==> config.mk <==
export PLATFORM = sky130hd
export DESIGN_NAME = min_track_12_bit
export DESIGN_NICKNAME = d
export VERILOG_FILES = /design/src/rtl/min_track_12_bit.sv
export SDC_FILE = /design/constraint.sdc
export NUM_CORES = 1
export LEC_CHECK = 0
export CORE_ASPECT_RATIO = 0.6
export CORE_UTILIZATION = 51
export CTS_BUF_LIST = sky130_fd_sc_hd__clkbuf_4 sky130_fd_sc_hd__clkbuf_8
export DETAILED_ROUTE_END_ITERATION = 7
export GPL_TIMING_DRIVEN = 0
export PLACE_DENSITY = 0.77
export SETUP_SLACK_MARGIN = 0.15
export SYNTH_ARGS = -nofsm -noshare
export SYNTH_HDL_FRONTEND = slang
export SYNTH_SLANG_ARGS = --single-unit
==> constraint.sdc <==
create_clock -name CLK -period 2.5 [get_ports CLK]
set_input_delay 0.625 -clock CLK [delete_from_list [all_inputs] [get_ports CLK]]
set_output_delay 0.625 -clock CLK [all_outputs]
set_load 0.1 [all_outputs]
==> src/rtl/min_track_12_bit.sv <==
// -----------------------------------------------------------------------------
// min_track_12_bit
//
// Streaming windowed-minimum tracker for unsigned sample streams (e.g. ADC
// data). One sample is consumed per valid cycle. After every WIN_LEN accepted
// samples the window minimum and its position (earliest on ties) are reported
// with a one-cycle strobe. Idle cycles (IN_VALID=0) do not break a window.
//
// Ports:
//   CLK       in   1       clock, rising edge
//   RST_N     in   1       asynchronous active-low reset
//   CLR       in   1       synchronous restart, discards the partial window
//                          and wins over a simultaneous IN_VALID
//   IN_VALID  in   1       qualifies IN_DATA (no backpressure)
//   IN_DATA   in   WIDTH   sample
//   OUT_VALID out  1       one-cycle strobe per completed window
//   OUT_MIN   out  WIDTH   minimum of the last completed window (held)
//   OUT_IDX   out  IDX_W   position of that minimum, 0 = first sample (held)
//   BUSY      out  1       registered; high while a window is partially filled
// -----------------------------------------------------------------------------
module min_track_12_bit #(
  parameter int WIDTH   = 12,
  parameter int WIN_LEN = 16,
  parameter int IDX_W   = 4
) (
  input  logic             CLK,
  input  logic             RST_N,
  input  logic             CLR,
  input  logic             IN_VALID,
  input  logic [WIDTH-1:0] IN_DATA,
  output logic             OUT_VALID,
  output logic [WIDTH-1:0] OUT_MIN,
  output logic [IDX_W-1:0] OUT_IDX,
  output logic             BUSY
);

  localparam logic [0:0] ST_EMPTY = 1'b0;
  localparam logic [0:0] ST_FILL  = 1'b1;

  localparam logic [IDX_W-1:0] LAST_POS = IDX_W'(WIN_LEN - 1);

  logic [0:0]       state;
  logic [IDX_W-1:0] cnt;
  logic [WIDTH-1:0] run_min;
  logic [IDX_W-1:0] run_idx;

  logic             first_sample;
  logic             last_sample;
  logic             take_new;

  // NOTE: every signal assigned in always_comb gets a default first, so no
  // path leaves it unassigned and no latch is inferred.
  always_comb begin
    first_sample = 1'b0;
    last_sample  = 1'b0;
    take_new     = 1'b0;
    if (IN_VALID && !CLR) begin
      first_sample = (cnt == '0);
      last_sample  = (cnt == LAST_POS);
      // Strict compare keeps the earliest index among equal minima.
      take_new     = (IN_DATA < run_min);
    end
  end

  // NOTE: sequential state uses non-blocking assignments only, so every
  // register samples the pre-edge values of the others.
  always_ff @(posedge CLK or negedge RST_N) begin
    if (!RST_N) begin
      state     <= ST_EMPTY;
      cnt       <= '0;
      run_min   <= '0;
      run_idx   <= '0;
      OUT_VALID <= 1'b0;
      OUT_MIN   <= '0;
      OUT_IDX   <= '0;
    end else begin
      OUT_VALID <= 1'b0;
      if (CLR) begin
        // The dropped sample does not open a new window; the last report
        // stays visible on OUT_MIN/OUT_IDX.
        state <= ST_EMPTY;
        cnt   <= '0;
      end else if (IN_VALID) begin
        if (first_sample) begin
          run_min <= IN_DATA;
          run_idx <= '0;
          cnt     <= IDX_W'(1);
          state   <= ST_FILL;
        end else if (last_sample) begin
          // Fold the final sample straight into the report so the strobe
          // lands one cycle after it and the next window can start at once.
          OUT_MIN   <= take_new ? IN_DATA : run_min;
          OUT_IDX   <= take_new ? cnt : run_idx;
          OUT_VALID <= 1'b1;
          cnt       <= '0;
          state     <= ST_EMPTY;
        end else begin
          if (take_new) begin
            run_min <= IN_DATA;
            run_idx <= cnt;
          end
          cnt <= cnt + IDX_W'(1);
        end
      end
    end
  end

  assign BUSY = (state == ST_FILL);

endmodule

==> flow_summary_export.csv <==
group,metric,value,unit
place,dp_slack,-0.502,ns
drt,wire_per_inst,16.7,um
critical_path,path_max_fanout,7,
timing,finalMaxSlewViolations,0,
cells_and_area,fin_nets,279,
global_routing,antenna_found_initial,0,
drt,finalWirelength,4980,um
power,power_frac_clock,23.4,%
hold_path,min_path_type,"in -> async",
clock_network,clock_sinks,38,
cells_and_area,layout_commonest_cell,"dfrtp_1",
logic_synthesis,netlist-cell-type-count,37,
logic_synthesis,synth_flop_cell,"dfrtp_1",
logic_synthesis,ys_seq_elements,38,
place,hpwlAfterDp,3190,um
timing,tightestPinTransition,0.975,ns
clock_network,cts_tree,"done",
timing,setup_slack,0.208,ns
clock_network,clk_pin_slew,0.08,ns
cells_and_area,multi_input_area,1070,um2
critical_path,cp_cell_sequence,"clkdlybuf4s15_2 > ha_4 > a21o_1 > o21ai_2 > o211a_1 > buf_6 > a31oi_4 > buf_4 > buf_16 > buf_4 > a32o_1",
cells_and_area,final_cell_mix,"dfrtp_1, nor2_1, dlygate4sd2_1",
critical_path,end_kind,"flop",
power,internal-power,1270,uW
timing,slew_headroom,35.3,%
drt,vias_per_cell,5.75,
floorplanning,die_y,51.0,um
clock_network,clockBufferDepth,2,
critical_path,cp_common_cell,"buf_4",
cells_and_area,antenna_cells,0,
clock_network,clock_latency,0.29,ns
floorplanning,rows,17,
logic_synthesis,synth_edf_count,0,
floorplanning,die-area,4270,um2
place,io_buffer_count,32,
timing,finalCriticalPeriod,2.29,ns
place,place.gp.congestion,0.810,
logic_synthesis,synth_cells,202,
timing,fmax,436,MHz
drt,antenna_left,0,
critical_path,worst_ep_arrival_time,2.48,ns
logic_synthesis,syn_avg_cell_area,10.1,um2
timing,fin_tns_setup,0,ns
global_routing,grt_pass1_vias,1730,
cells_and_area,finish.instance_area,2680,um2
critical_path,slowest_stage,"ha_4",
cells_and_area,post-route-util,71.6,%
timing,hold_viol,0,
global_routing,track_usage,26.4,%
cells_and_area,n_fill_cell,302,
place,placed_area,2440,um2
critical_path,path_class,"in -> reg",
drt,drc,0,
cells_and_area,drive_above_1_share,23.5,%
power,peakVddDrop,0.377,mV
clock_network,cts_inserted_buffers,5,
logic_synthesis,async_flop_share,100,%
drt,first_iter_violations,48,
power,switching_share,33.2,%
drt,drt-pass1-iter-count,4,
global_routing,grt-ovfl-total,0,
timing,rsz0062_at_grt,"false",
job,cap_viol_max_count,0,
cells_and_area,areaGrowthSynthToFinish,31.0,%
critical_path,r2r_slack,0.25,ns
power,switchingPower,629,uW
global_routing,grt_max_degree,39,
cells_and_area,regArea,951,um2
power,p_leak,0.00134,uW
floorplanning,io_pins,34,
power,power.share.sequential,40.9,%
logic_synthesis,synth_fp_nets,231,
drt,via_count,1714,
critical_path,worst-path-buf-inv,5,
timing,finalSetupViolCount,0,
clock_network,cts-htree-levels,2,
clock_network,cts-root-buf,"clkbuf_8",
timing,fin_worst_skew,0.00756,ns
critical_path,crit_required,2.68,ns
power,comb_power_share,35.8,%
logic_synthesis,yosysWarnings,0,
timing,holdWs,0.436,ns
critical_path,slowest_delay,0.25,ns
run_status,status,"completed",
logic_synthesis,ys_seq_area_share,46.5,%
critical_path,reg2reg_depth,11,
floorplanning,initial_core_util,54.6,%
critical_path,r2r_start,"run_min[10]$_DFFE_PN0P_",
logic_synthesis,syn_area,2040,um2
floorplanning,die_width,83.7,um
critical_path,crit_family,"compound AO/OA/AOI/OAI gates",
power,p_per_area,708,nW/um2
critical_path,r2r-end,"run_idx[3]$_DFFE_PN0P_",
timing,finalCritPeriodShare,91.7,%
critical_path,startpoint_type,"input pin",
floorplanning,core,3740,um2
global_routing,grt_pass1_wl,8510,um
==> worst register-to-register path, delay by kind of cell (launching register included) <==
kind / cells / cell delay (ns)
flops: 1 / 0.42
fa+ha+maj: 1 / 0.23
compound gates: 5 / 0.82
buf+inv: 5 / 0.68
==> worst max path at each step <==
stage	start	to	slack [ns]	cells after the start
2_1_floorplan	IN_DATA[6]	run_min[10]$_DFFE_PN0P_	0.17	8
3_5_place_dp	IN_DATA[7]	run_min[11]$_DFFE_PN0P_	-0.50	9
6_report	IN_DATA[10]	run_idx[3]$_DFFE_PN0P_	0.21	11
5_1_grt	IN_DATA[10]	run_idx[3]$_DFFE_PN0P_	0.17	11
3_3_place_gp	IN_DATA[7]	run_min[7]$_DFFE_PN0P_	-0.48	9
4_1_cts	IN_DATA[11]	run_min[2]$_DFFE_PN0P_	0.15	9
==> power by group through the flow <==
stage	sequential, uW	clock (uW)	combinational [uW]
CTS	770	453	645
finish	776	443	678
floorplan	775	0	403
global placement	775	0	526
global route	783	491	745
detailed placement	780	0	545
==> final cells by class <==
cell class,instances,area share (%)
Inverter,14,1.96
Multi-Input combinational cell,140,40.0
Clock buffer,7,3.36
Timing Repair Buffer,41,14.2
Tap cell,47,2.20
Sequential cell,38,35.5
Clock inverter,1,0.187
Buffer,10,2.57
==> flip-flops by register name, indices dropped and copies added (netlist names) <==
name	count
OUT_MIN	12
run_min	12
OUT_IDX	4
cnt	4
run_idx	4
BUSY	1
OUT_VALID	1
==> cell families after synthesis <==
group	synth area share (%)
simple gates	11.4
fa+ha+maj	7.96
flops	46.5
compound gates	20.0
mux	8.75
buf+inv	5.45
==> Yosys cell counts, drive strengths merged, types with 2 or more instances <==
cell	n	share of area [%]
nand2b	2	0.61
o2bb2ai	3	1.3
a21oi	22	5.4
a31oi	16	5.9
clkbuf	5	0.92
a32o	2	0.98
dfrtp	38	47
mux2	13	8.3
o21ai	18	4.4
nand2	8	1.6
ha	13	8.0
nand3	3	0.73
nor2	25	4.6
buf	5	2.0
inv	14	2.6
==> layer usage <==
| metal | routed length [um] | GRT usage, % | vias up | share of wire, % |
|---|---|---|---|---|
| met5 | 0 | 0 | - | 0 |
| met4 | 63 | 9.32 | 0 | 1.3 |
| met3 | 335 | 6.95 | 9 | 6.7 |
| met2 | 2160 | 40.0 | 58 | 43 |
| met1 | 2430 | 36.9 | 831 | 49 |
| li1 | - | - | 816 | - |
==> per-stage QoR <==
step,std cells,power [uW]
4_1_cts,298,1870
5_1_grt,298,2020
3_5_place_dp,281,1330
3_3_place_gp,281,1300
2_1_floorplan,202,1180
6_report,298,1900
==> timing repair <==
item	in CTS	in global routing
pin swaps	10	4
cloned	1	0
hold buffers	0	0
gates resized for setup	46	8
setup buffers	8	0
endpoints found under the setup margin	46	21
Power figures use the tool's default switching activity.
